==> config.mk <==
export PLATFORM = sky130hd
export DESIGN_NAME = ups_axi4l_regs
export DESIGN_NICKNAME = d
export VERILOG_FILES = /design/src/rtl/ups_axi4l_regs.sv
export SDC_FILE = /design/constraint.sdc
export NUM_CORES = 1
export LEC_CHECK = 0
export ABC_AREA = 1
export CORE_MARGIN = 1
export CORE_UTILIZATION = 44
export DETAILED_ROUTE_END_ITERATION = 7
export HOLD_SLACK_MARGIN = 0.15
export PLACE_DENSITY = 0.87
export REMOVE_ABC_BUFFERS = 1
export SYNTH_ARGS = -nofsm -noshare
export SYNTH_HDL_FRONTEND = slang
export SYNTH_SLANG_ARGS = --single-unit
==> constraint.sdc <==
create_clock -name fclk -period 7.6 [get_ports fclk]
set_clock_uncertainty 0.05 [all_clocks]
set_input_delay 1.52 -clock fclk [delete_from_list [all_inputs] [get_ports fclk]]
set_output_delay 1.52 -clock fclk [all_outputs]
set_load 0.02 [all_outputs]
==> src/rtl/ups_axi4l_regs.sv <==
// ups_axi4l_regs: AXI4-Lite responder for the UPS control/status register map.
// Write and read channels run independent FSMs. All handshake outputs are
// flops, so the bus sees no combinational path from any input to any output.
//
// Handshake semantics: a transfer on a channel completes on the rising fclk
// edge where both its valid and ready are high. The responder raises a ready
// or valid only as the result of such an edge (or of reset release), holds it
// until the completing edge, and keeps each response payload stable while its
// valid is high.
module ups_axi4l_regs #(
    parameter int DAC_W  = 12,
    parameter int LOOP_W = 16
) (
    input  logic              fclk,
    input  logic              rst,
    input  logic [31:0]       ca4l_awaddr,
    input  logic [2:0]        ca4l_awprot,
    input  logic              ca4l_awvalid,
    output logic              ca4l_awready,
    input  logic [31:0]       ca4l_wdata,
    input  logic [3:0]        ca4l_wstrb,
    input  logic              ca4l_wvalid,
    output logic              ca4l_wready,
    output logic [1:0]        ca4l_bresp,
    output logic              ca4l_bvalid,
    input  logic              ca4l_bready,
    input  logic [31:0]       ca4l_araddr,
    input  logic [2:0]        ca4l_arprot,
    input  logic              ca4l_arvalid,
    output logic              ca4l_arready,
    output logic [31:0]       ca4l_rdata,
    output logic [1:0]        ca4l_rresp,
    output logic              ca4l_rvalid,
    input  logic              ca4l_rready,
    output logic [1:0]        mode,
    output logic [DAC_W-1:0]  dac0,
    output logic [DAC_W-1:0]  dac1,
    output logic              valve,
    output logic [LOOP_W-1:0] loops,
    output logic [31:0]       pre_cnt,
    output logic [31:0]       run_cnt,
    output logic [31:0]       post_cnt,
    output logic              start,
    output logic              stop,
    input  logic [31:0]       status
);

    // Word offsets (address bits [7:2]) of the register map.
    localparam logic [5:0] A_MODE   = 6'h00;
    localparam logic [5:0] A_DAC0   = 6'h01;
    localparam logic [5:0] A_DAC1   = 6'h02;
    localparam logic [5:0] A_VALVE  = 6'h03;
    localparam logic [5:0] A_LOOPS  = 6'h04;
    localparam logic [5:0] A_PRE    = 6'h05;
    localparam logic [5:0] A_RUN    = 6'h06;
    localparam logic [5:0] A_POST   = 6'h07;
    localparam logic [5:0] A_START  = 6'h08;
    localparam logic [5:0] A_STOP   = 6'h09;
    localparam logic [5:0] A_STATUS = 6'h10;

    localparam logic [1:0] RESP_OKAY   = 2'b00;
    localparam logic [1:0] RESP_SLVERR = 2'b10;

    typedef enum logic [1:0] {W_IDLE, W_DATA, W_RESP} w_state_t;
    typedef enum logic       {R_IDLE, R_DATA} r_state_t;

    w_state_t    w_state, w_next;
    r_state_t    r_state, r_next;
    logic [5:0]  waddr_idx;
    logic        aw_hs, w_hs, ar_hs;
    logic        wr_mapped;
    logic [31:0] rd_data;
    logic [1:0]  rd_resp;

    // Protection, strobes and the address bits outside [7:2] carry no meaning here.
    logic unused_inputs;
    assign unused_inputs = ^{ca4l_awaddr[31:8], ca4l_awaddr[1:0], ca4l_araddr[31:8],
                             ca4l_araddr[1:0], ca4l_awprot, ca4l_arprot, ca4l_wstrb};

    assign aw_hs = ca4l_awvalid & ca4l_awready;
    assign w_hs  = ca4l_wvalid & ca4l_wready;
    assign ar_hs = ca4l_arvalid & ca4l_arready;

    // Write FSM next state: address, then data, then response.
    always_comb begin
        w_next = w_state;
        case (w_state)
            W_IDLE:  if (aw_hs) w_next = W_DATA;
            W_DATA:  if (w_hs) w_next = W_RESP;
            W_RESP:  if (ca4l_bvalid && ca4l_bready) w_next = W_IDLE;
            default: w_next = W_IDLE;
        endcase
    end

    // Write FSM state and its registered ready/valid outputs.
    always_ff @(posedge fclk or posedge rst) begin
        if (rst) begin
            w_state      <= W_IDLE;
            ca4l_awready <= 1'b0;
            ca4l_wready  <= 1'b0;
            ca4l_bvalid  <= 1'b0;
        end else begin
            w_state      <= w_next;
            ca4l_awready <= (w_next == W_IDLE);
            ca4l_wready  <= (w_next == W_DATA);
            ca4l_bvalid  <= (w_next == W_RESP);
        end
    end

    // STATUS accepts (and ignores) writes; everything past STOP is unmapped.
    always_comb begin
        wr_mapped = (waddr_idx <= A_STOP) || (waddr_idx == A_STATUS);
    end

    // Address capture, register updates, write response and one-cycle strobes.
    always_ff @(posedge fclk or posedge rst) begin
        if (rst) begin
            waddr_idx  <= '0;
            ca4l_bresp <= RESP_OKAY;
            mode       <= '0;
            dac0       <= '0;
            dac1       <= '0;
            valve      <= 1'b0;
            loops      <= '0;
            pre_cnt    <= '0;
            run_cnt    <= '0;
            post_cnt   <= '0;
            start      <= 1'b0;
            stop       <= 1'b0;
        end else begin
            start <= 1'b0;
            stop  <= 1'b0;
            if (aw_hs) begin
                waddr_idx <= ca4l_awaddr[7:2];
            end
            if (w_hs) begin
                ca4l_bresp <= wr_mapped ? RESP_OKAY : RESP_SLVERR;
                case (waddr_idx)
                    A_MODE:  mode     <= ca4l_wdata[1:0];
                    A_DAC0:  dac0     <= ca4l_wdata[DAC_W-1:0];
                    A_DAC1:  dac1     <= ca4l_wdata[DAC_W-1:0];
                    A_VALVE: valve    <= ca4l_wdata[0];
                    A_LOOPS: loops    <= ca4l_wdata[LOOP_W-1:0];
                    A_PRE:   pre_cnt  <= ca4l_wdata;
                    A_RUN:   run_cnt  <= ca4l_wdata;
                    A_POST:  post_cnt <= ca4l_wdata;
                    A_START: start    <= 1'b1;
                    A_STOP:  stop     <= 1'b1;
                    default: ;
                endcase
            end
        end
    end

    // Read mux on the presented read address; narrow fields zero-extend.
    always_comb begin
        rd_data = '0;
        rd_resp = RESP_OKAY;
        case (ca4l_araddr[7:2])
            A_MODE:   rd_data = 32'(mode);
            A_DAC0:   rd_data = 32'(dac0);
            A_DAC1:   rd_data = 32'(dac1);
            A_VALVE:  rd_data = 32'(valve);
            A_LOOPS:  rd_data = 32'(loops);
            A_PRE:    rd_data = pre_cnt;
            A_RUN:    rd_data = run_cnt;
            A_POST:   rd_data = post_cnt;
            A_START:  rd_data = '0;
            A_STOP:   rd_data = '0;
            A_STATUS: rd_data = status;
            default:  rd_resp = RESP_SLVERR;
        endcase
    end

    // Read FSM next state: address, then data.
    always_comb begin
        r_next = r_state;
        case (r_state)
            R_IDLE:  if (ar_hs) r_next = R_DATA;
            R_DATA:  if (ca4l_rvalid && ca4l_rready) r_next = R_IDLE;
            default: r_next = R_IDLE;
        endcase
    end

    // Read FSM state, handshake outputs and the data captured at the AR edge.
    always_ff @(posedge fclk or posedge rst) begin
        if (rst) begin
            r_state      <= R_IDLE;
            ca4l_arready <= 1'b0;
            ca4l_rvalid  <= 1'b0;
            ca4l_rdata   <= '0;
            ca4l_rresp   <= RESP_OKAY;
        end else begin
            r_state      <= r_next;
            ca4l_arready <= (r_next == R_IDLE);
            ca4l_rvalid  <= (r_next == R_DATA);
            if (ar_hs) begin
                ca4l_rdata <= rd_data;
                ca4l_rresp <= rd_resp;
            end
        end
    end

endmodule

### Word-level counts from Yosys, hierarchy flattened

Cells that the tools add are included.

| word-level totals | value |
|---|---|
| register bits after elaboration | 190 |
| output and inout port bits | 182 |
| logic and storage cells | 80 |

| cells by class | value |
|---|---|
| order comparisons | 1 |
| reduce and logical (&&, ||, !) cells | 16 |
| equal/unequal tests | 24 |
| bitwise gates (word level) | 5 |
| mux-type cells | 14 |

Operators with widths:

| operator | number |
|---|---|
| $pmux 32 s9 | 1 |
| $eq 6x3->1 const B | 8 |
| $eq 6x2->1 const B | 4 |
| $eq 6x4->1 const B | 4 |
| $reduce_and 2->1 | 8 |
| $eq 6x1->1 const B | 2 |
| $eq 6x5->1 const B | 2 |
| $logic_not 6->1 | 2 |
| $reduce_or 11->1 | 1 |
| $mux 2 | 5 |
| $le 6x4->1 const B | 1 |
| $mux 1 | 6 |
| $pmux 2 s3 | 1 |
| $eq 2x1->1 const B | 2 |
| $eq 2x2->1 const B | 2 |
| $logic_not 2->1 | 2 |
| $and 1x1->1 | 3 |
| $logic_and 1x1->1 | 2 |
| $not 1->1 | 2 |
| $pmux 1 s2 | 1 |
| $logic_or 1x1->1 | 1 |

### Logic depth before layout (Yosys ltp)

Gate-level depths: netlist (run 1).

| logic depth | value |
|---|---|
| depth after elaboration | 4 |
| gate-level depth with buffers | 11 |
| gate-level depth less buffers | 10 |

### Worst setup path before layout (run 1)

Ideal clock, no wire load.

| path | value |
|---|---|
| path kind | input port to flip-flop |
| from | input port ca4l_wvalid |
| to | register post_cnt[0] |
| data required time | 7.419 ns |
| setup time | 0.131 ns |
| cell stages on the path | 6 |
| arrival time | 2.467 ns |
| setup slack | 4.953 ns |
| path buffers | 1 |
| cells stage by stage | nand2_2 nor4_4 nand3_2 buf_2 nand2_1 o21ai_0 |

| between the ends | value |
|---|---|
| word-level cells in the longest chain between the ends | 2 |

Ends and longest elaborated chain:

| item | RTL line | text |
|---|---|---|
| start, declared | 22 | `input logic ca4l_wvalid,` |
| $and 1x1->1 | 81 | `assign w_hs = ca4l_wvalid & ca4l_wready;` |
| $reduce_and 2->1 (no source line) | n/a |  |
| end signal, assigned | 146 | `A_POST: post_cnt <= ca4l_wdata;` |
| end, declared | 42 | `output logic [31:0] post_cnt,` |

No other way between the ends.
A chain may end at the register's enable or synchronous reset.

### Final worst setup path (run 1)

| path | value |
|---|---|
| from | input port ca4l_araddr[5] |
| to | register ca4l_rdata[1] |

| between the ends | value |
|---|---|
| word-level cells in the longest chain between the ends | 2 |

Ends and longest elaborated chain:

| item | RTL line | text |
|---|---|---|
| start, declared | 27 | `input logic [31:0] ca4l_araddr,` |
| $eq 6x5->1 (tied with other cells) | 159 | `case (ca4l_araddr[7:2])` |
| $pmux 32 s9 (*) | 159 |  |
| end signal, assigned | 198 | `ca4l_rdata <= rd_data;` |
| end, declared | 31 | `output logic [31:0] ca4l_rdata,` |

Every way passes the cells marked *; elsewhere a longest branch is shown, timed or not.

==> flow_summary_export.csv, run 1 <==
group,metric,value,unit
clock_tree,cts_made_buffers,17,
setup_path,critPathArrivalTime,4.57,ns
detailed_routing,drc,0,
global_route,grt_pass1_vias,7662,
floorplanning,dieArea,19500,um^2
global_route,grt_use_total,27.8,%
place,gp_congestion,0.864,
sta,post-route-period-util,56.1,%
clock_tree,insertion_delay,0.42,ns
finish,drive_above_1_share,4.16,%
clock_tree,cts.sinks,188,
place,place_ws,2.99,ns
synth,yosysWarnings,0,
synth,synth_area_per_cell,7.96,um^2
synth,synthDistinctLibCells,24,
global_route,grt_max_degree,126,
power_and_ir_drop,clockPowerShare,25.1,%
detailed_routing,ant_nets,0,
power_and_ir_drop,switching_power,0.00118,W
global_route,overflow,0,
floorplanning,rows,49,
power_and_ir_drop,intPower,0.00212,W
power_and_ir_drop,total_power,0.00330,W
clock_tree,post_cts_resized,0,
status,status,"completed",
power_and_ir_drop,pwr-share-seq,42.4,%
setup_path,end_kind,"flip-flop",
detailed_routing,first_pass_iters,5,
run,max_cap_violations,0,
place,portBuffers,262,
synth,yosysTopAreaCellShare,56.5,%
worst_hold_path,hp-start,"ca4l_rresp[1]",
sta,rsz0062_at_grt,"no",
clock_tree,post_cts_buffers,0,
detailed_routing,routed_via_density,5.19,
setup_path,critPathKind,"in -> reg",
setup_path,path_max_fanout,21,
sta,post-route-min-period,4.26,ns
finish,syn_to_final_growth,39.9,%
floorplanning,die_y,140,um
synth,syn_inst,1046,
sta,max_freq,235,MHz
power_and_ir_drop,power.leakage,5.56,nW
power_and_ir_drop,p_sw_share,35.8,%
clock_tree,cts_tree,"built",
sta,setup_tns,0,ns
clock_tree,clk_pin_slew,0.06,ns
clock_tree,htreeDepth,4,
synth,synthArstFlopShare,100,%
setup_path,worst_setup_path_start_kind,"input port",
setup_path,r2r_start,"waddr_idx[5]",
clock_tree,cts_buffer_depth,2,
synth,synth_seq_cells,188,
detailed_routing,first_iter_violations,560,
detailed_routing,routedWlPerCell,17.4,um
power_and_ir_drop,power_density,284,nW/um^2
synth,synth_edf_count,0,
detailed_routing,wl,26500,um
floorplanning,coreArea,18300,um^2
sta,finalHoldViolCount,0,
power_and_ir_drop,peakVddDrop,0.000161,V
synth,syn_area,8320,um^2
synth,yosysTopAreaCell,"dfrtp_1",
synth,yosys-top-cells-area,"dfrtp_1, nand2_1, o21ai_0, inv_1, nor2_1",
finish,fin_cells,1527,
detailed_routing,vias,7926,
finish,fin_util,63.7,%
sta,maxSlewHeadroom,21.0,%
floorplanning,initial_utilization,45.6,%
finish,layout_common_cells,"nand2_1, clkdlybuf4s50_1, dfrtp_1",
global_route,antenna_found_initial,1,
clock_tree,cts_root_buf,"clkbuf_16",
floorplanning,die_w,140,um
place,placedCellCount,1494,
global_route,grt_pass1_wl,41600,um
sta,drv_slew,0,
synth,synth_seq_area_share,56.5,%
place,dp_hpwl,17400,um
finish,layout.cells.most_common,"nand2_1",
finish,fin_nets,1429,
setup_path,cp.required,7.91,ns
setup_path,startpoint,"ca4l_araddr[5]",
clock_tree,ctsHoldBuffers,0,
floorplanning,ioPinCount,327,
sta,layout_setup_ws,3.34,ns
sta,worst_slew_pin_slew,1.18,ns
power_and_ir_drop,power_frac_comb,32.4,%
sta,setup_viol,0,
worst_hold_path,hp-class,"reg -> reg",
synth,ys.flop_type,"dfrtp_1",
sequential cells by signal (all words and copies together) (netlist names), 2 cells and up:
register / cells
dac0: 12
waddr_idx: 6
dac1: 12
post_cnt: 32
pre_cnt: 32
ca4l_rdata: 32
mode: 2
w_state: 2
loops: 16
run_cnt: 32
through the flow:
step	hold WS [ns]	area, um^2
floorplan	0.442	8110
global placement	0.411	11100
detailed placement	0.415	11100
CTS	0.434	11600
global route	0.445	11600
finish	0.430	11600
cell families (layout without fill, tap and decap cells):
group,Yosys count,after routing,synth area share [%]
buffers and inverters,138,388,6.57
DFF,188,188,56.5
other,1,3,0.0451
and+or+nand+nor,528,528,25.3
AOI/OAI and AO/OA,191,191,11.5
power groups by stage:
stage	logic [W]	clock network [W]	registers, W
4_1_cts	0.00107	0.000843	0.00140
5_1_grt	0.00114	0.000882	0.00143
3_5_place_dp	0.00107	0	0.00141
6_report	0.00107	0.000830	0.00140
3_3_place_gp	0.00104	0	0.00140
2_1_floorplan	0.000255	0	0.00163
synthesized netlist by cell type, types with 2 or more instances:
library cell  number
nand3_1           11
nor3_1             3
nor2_2             4
nor2_1            59
o21ai_0          176
buf_4              3
inv_1             87
dfrtp_1          188
nand2_2            4
o21ai_1            4
buf_1              2
nand4_1           20
clkbuf_1          32
buf_2             14
nand2_1          422
o22ai_1            2
a21oi_1            8
area by class of cell:
class	instances	area (um^2)
clock inverters	13	105
multi-input cells	721	3100
fillers	1523	6630
inverters	87	334
flip-flops and latches	188	4700
well taps	229	287
diodes	1	2.50
repair buffers	269	2680
clock buffers	19	433
worst max-delay path, stage by stage:
cell and delay [ns]:
clkdlybuf4s50_1 0.47, nor2_2 0.86, nand3_1 0.97, o21ai_0 0.47, nor2_1 0.10, nand2_1 0.07
nand2_1 0.05, nand2_1 0.06
worst paths after layout:
check | end | slack [ns] | cells after the start
max in group asynchronous | ca4l_rdata[27] | 4.53 | 3
min reg2reg | ca4l_rresp[1] | 0.43 | 2
min in group asynchronous | ca4l_bvalid | 1.60 | 2
max reg2reg | post_cnt[24] | 5.10 | 7
min | ca4l_rresp[1] | 0.43 | 2
max | ca4l_rdata[1] | 3.34 | 8
metal layers:
| metal | track usage (%) | vias up | share of wire (%) |
|---|---|---|---|
| li1 | - | 3773 | - |
| met1 | 34.0 | 3717 | 40 |
| met2 | 47.4 | 381 | 49 |
| met3 | 6.02 | 55 | 8.7 |
| met4 | 12.1 | 0 | 3.1 |
| met5 | 0 | - | 0 |
Note: power is estimated with default switching activity, not from simulation.
==> run 2, diff against run 1 <==
clock period = 4 ns   (was 7.6 ns; I/O delays follow)
==> flow_summary_export.csv, run 2 (synthesis results as in run 1) <==
group,metric,value,unit
floorplanning,initial_utilization,45.6,%
sta,worst_slew_pin_slew,0.887,ns
floorplanning,ioPinCount,327,
global_route,grt_pass1_wl,42000,um
clock_tree,cts_root_buf,"clkbuf_16",
place,portBuffers,262,
sta,setup_viol,0,
sta,rsz0062_at_grt,"no",
place,gp_congestion,0.874,
floorplanning,die_w,140,um
sta,holdWs,0.434,ns
global_route,overflow,0,
global_route,grt_max_degree,84,
finish,syn_to_final_growth,42.0,%
global_route,grt.busiest_layer,"met2",
clock_tree,htreeDepth,4,
clock_tree,cts.sinks,188,
sta,maxSlewHeadroom,40.7,%
setup_path,cp.required,4.24,ns
clock_tree,post_cts_resized,0,
global_route,use_met2,48.8,%
floorplanning,dieArea,19500,um^2
setup_path,r2r_start,"waddr_idx[5]",
detailed_routing,routedWlPerCell,17.5,um
floorplanning,coreArea,18300,um^2
finish,drive_above_1_share,5.05,%
detailed_routing,wl,27000,um
finish,ff_latch_area,4700,um^2
status,status,"completed",
clock_tree,post_cts_buffers,0,
finish,fill_cells,1525,
global_route,grt_use_met1,34.5,%
finish,layout_common_cells,"nand2_1, clkdlybuf4s50_1, dfrtp_1",
clock_tree,cts_tree,"built",
setup_path,critPathKind,"in -> reg",
setup_path,startpoint,"ca4l_wvalid",
global_route,grt_use_total,28.2,%
clock_tree,clk_pin_slew,0.07,ns
detailed_routing,first_pass_iters,6,
detailed_routing,drc,0,
sta,drv_slew,0,
detailed_routing,first_iter_violations,446,
run,max_cap_violations,0,
worst_hold_path,hp-class,"reg -> reg",
setup_path,path_max_fanout,39,
finish,fin_util,64.7,%
clock_tree,cts_made_buffers,17,
finish,layout.cells.most_common,"nand2_1",
worst_hold_path,hp-start,"ca4l_rresp[1]",
floorplanning,die_y,140,um
sta,setup_tns,0,ns
setup_path,worst_setup_path_start_kind,"input port",
clock_tree,ctsHoldBuffers,0,
power_and_ir_drop,power.leakage,5.67,nW
detailed_routing,routed_via_density,5.24,
finish,final_cell_area,11800,um^2
finish,fin_nets,1441,
place,dpl_cell_area,11200,um^2
detailed_routing,ant_nets,0,
finish,multi_input_area,3100,um^2
place,dp_hpwl,18000,um
clock_tree,cts_buffer_depth,2,
sta,post-route-min-period,2.67,ns
power_and_ir_drop,power_density,546,nW/um^2
sta,post-route-period-util,66.9,%
global_route,gr-usage-met3,5.68,%
sta,max_freq,374,MHz
sta,finalHoldViolCount,0,
sta,layout_setup_ws,1.33,ns
clock_tree,insertion_delay,0.43,ns
global_route,grt_pass1_vias,7803,
floorplanning,rows,49,
place,place_ws,0.884,ns
power_and_ir_drop,peakVddDrop,0.000277,V
setup_path,critPathArrivalTime,2.92,ns
global_route,antenna_found_initial,1,
setup_path,end_kind,"flip-flop",
detailed_routing,vias,8061,
==> run 2: per-layer routing <==
metal  share of wire, %  up-vias
li1                   -     3805
met1                 40     3848
met2                 50      359
met3                7.8       49
met4                2.8        0
met5                  0        -
==> run 2: final cells by class <==
type,instances,share of cell area (%)
Sequential cell,188,39.8
Timing Repair Buffer,281,23.6
Multi-Input combinational cell,721,26.2
Inverter,87,2.83
Tap cell,229,2.42
Clock buffer,18,3.72
Antenna cell,1,0.0212
Clock inverter,12,1.37
==> run 2: critical path, cell delays in order <==
cell             delay (ns)
clkdlybuf4s50_1        0.47
nand2_2                0.13
nor4_4                 0.37
nand2_2                0.52
buf_4                  0.44
nand2_1                0.10
o21ai_0                0.08
==> run 2: path summary, 6_finish.rpt <==
check	cells after the start	slack (ns)	end
worst max-delay path	7	1.33	run_cnt[2]
worst min-delay path	2	0.43	ca4l_rresp[1]
worst max register to register	7	1.78	run_cnt[2]
worst min register to register	2	0.43	ca4l_rresp[1]
max in group asynchronous	3	2.11	waddr_idx[4]
min in group asynchronous	2	0.81	ca4l_rdata[26]
==> run 2: power by group <==
group          total [W]  switching [W]  leakage, nW  internal, W
Clock            0.00176       0.000753        0.298      0.00101
Sequential       0.00266       0.000343         2.57      0.00232
Combinational    0.00204        0.00113         2.80     0.000904
==> run 2: per-stage QoR <==
step	instances	total power (W)
finish	1537	0.00646
global route	1537	0.00673
CTS	1536	0.00648
detailed placement	1506	0.00472
global placement	1506	0.00466
floorplan	996	0.00359
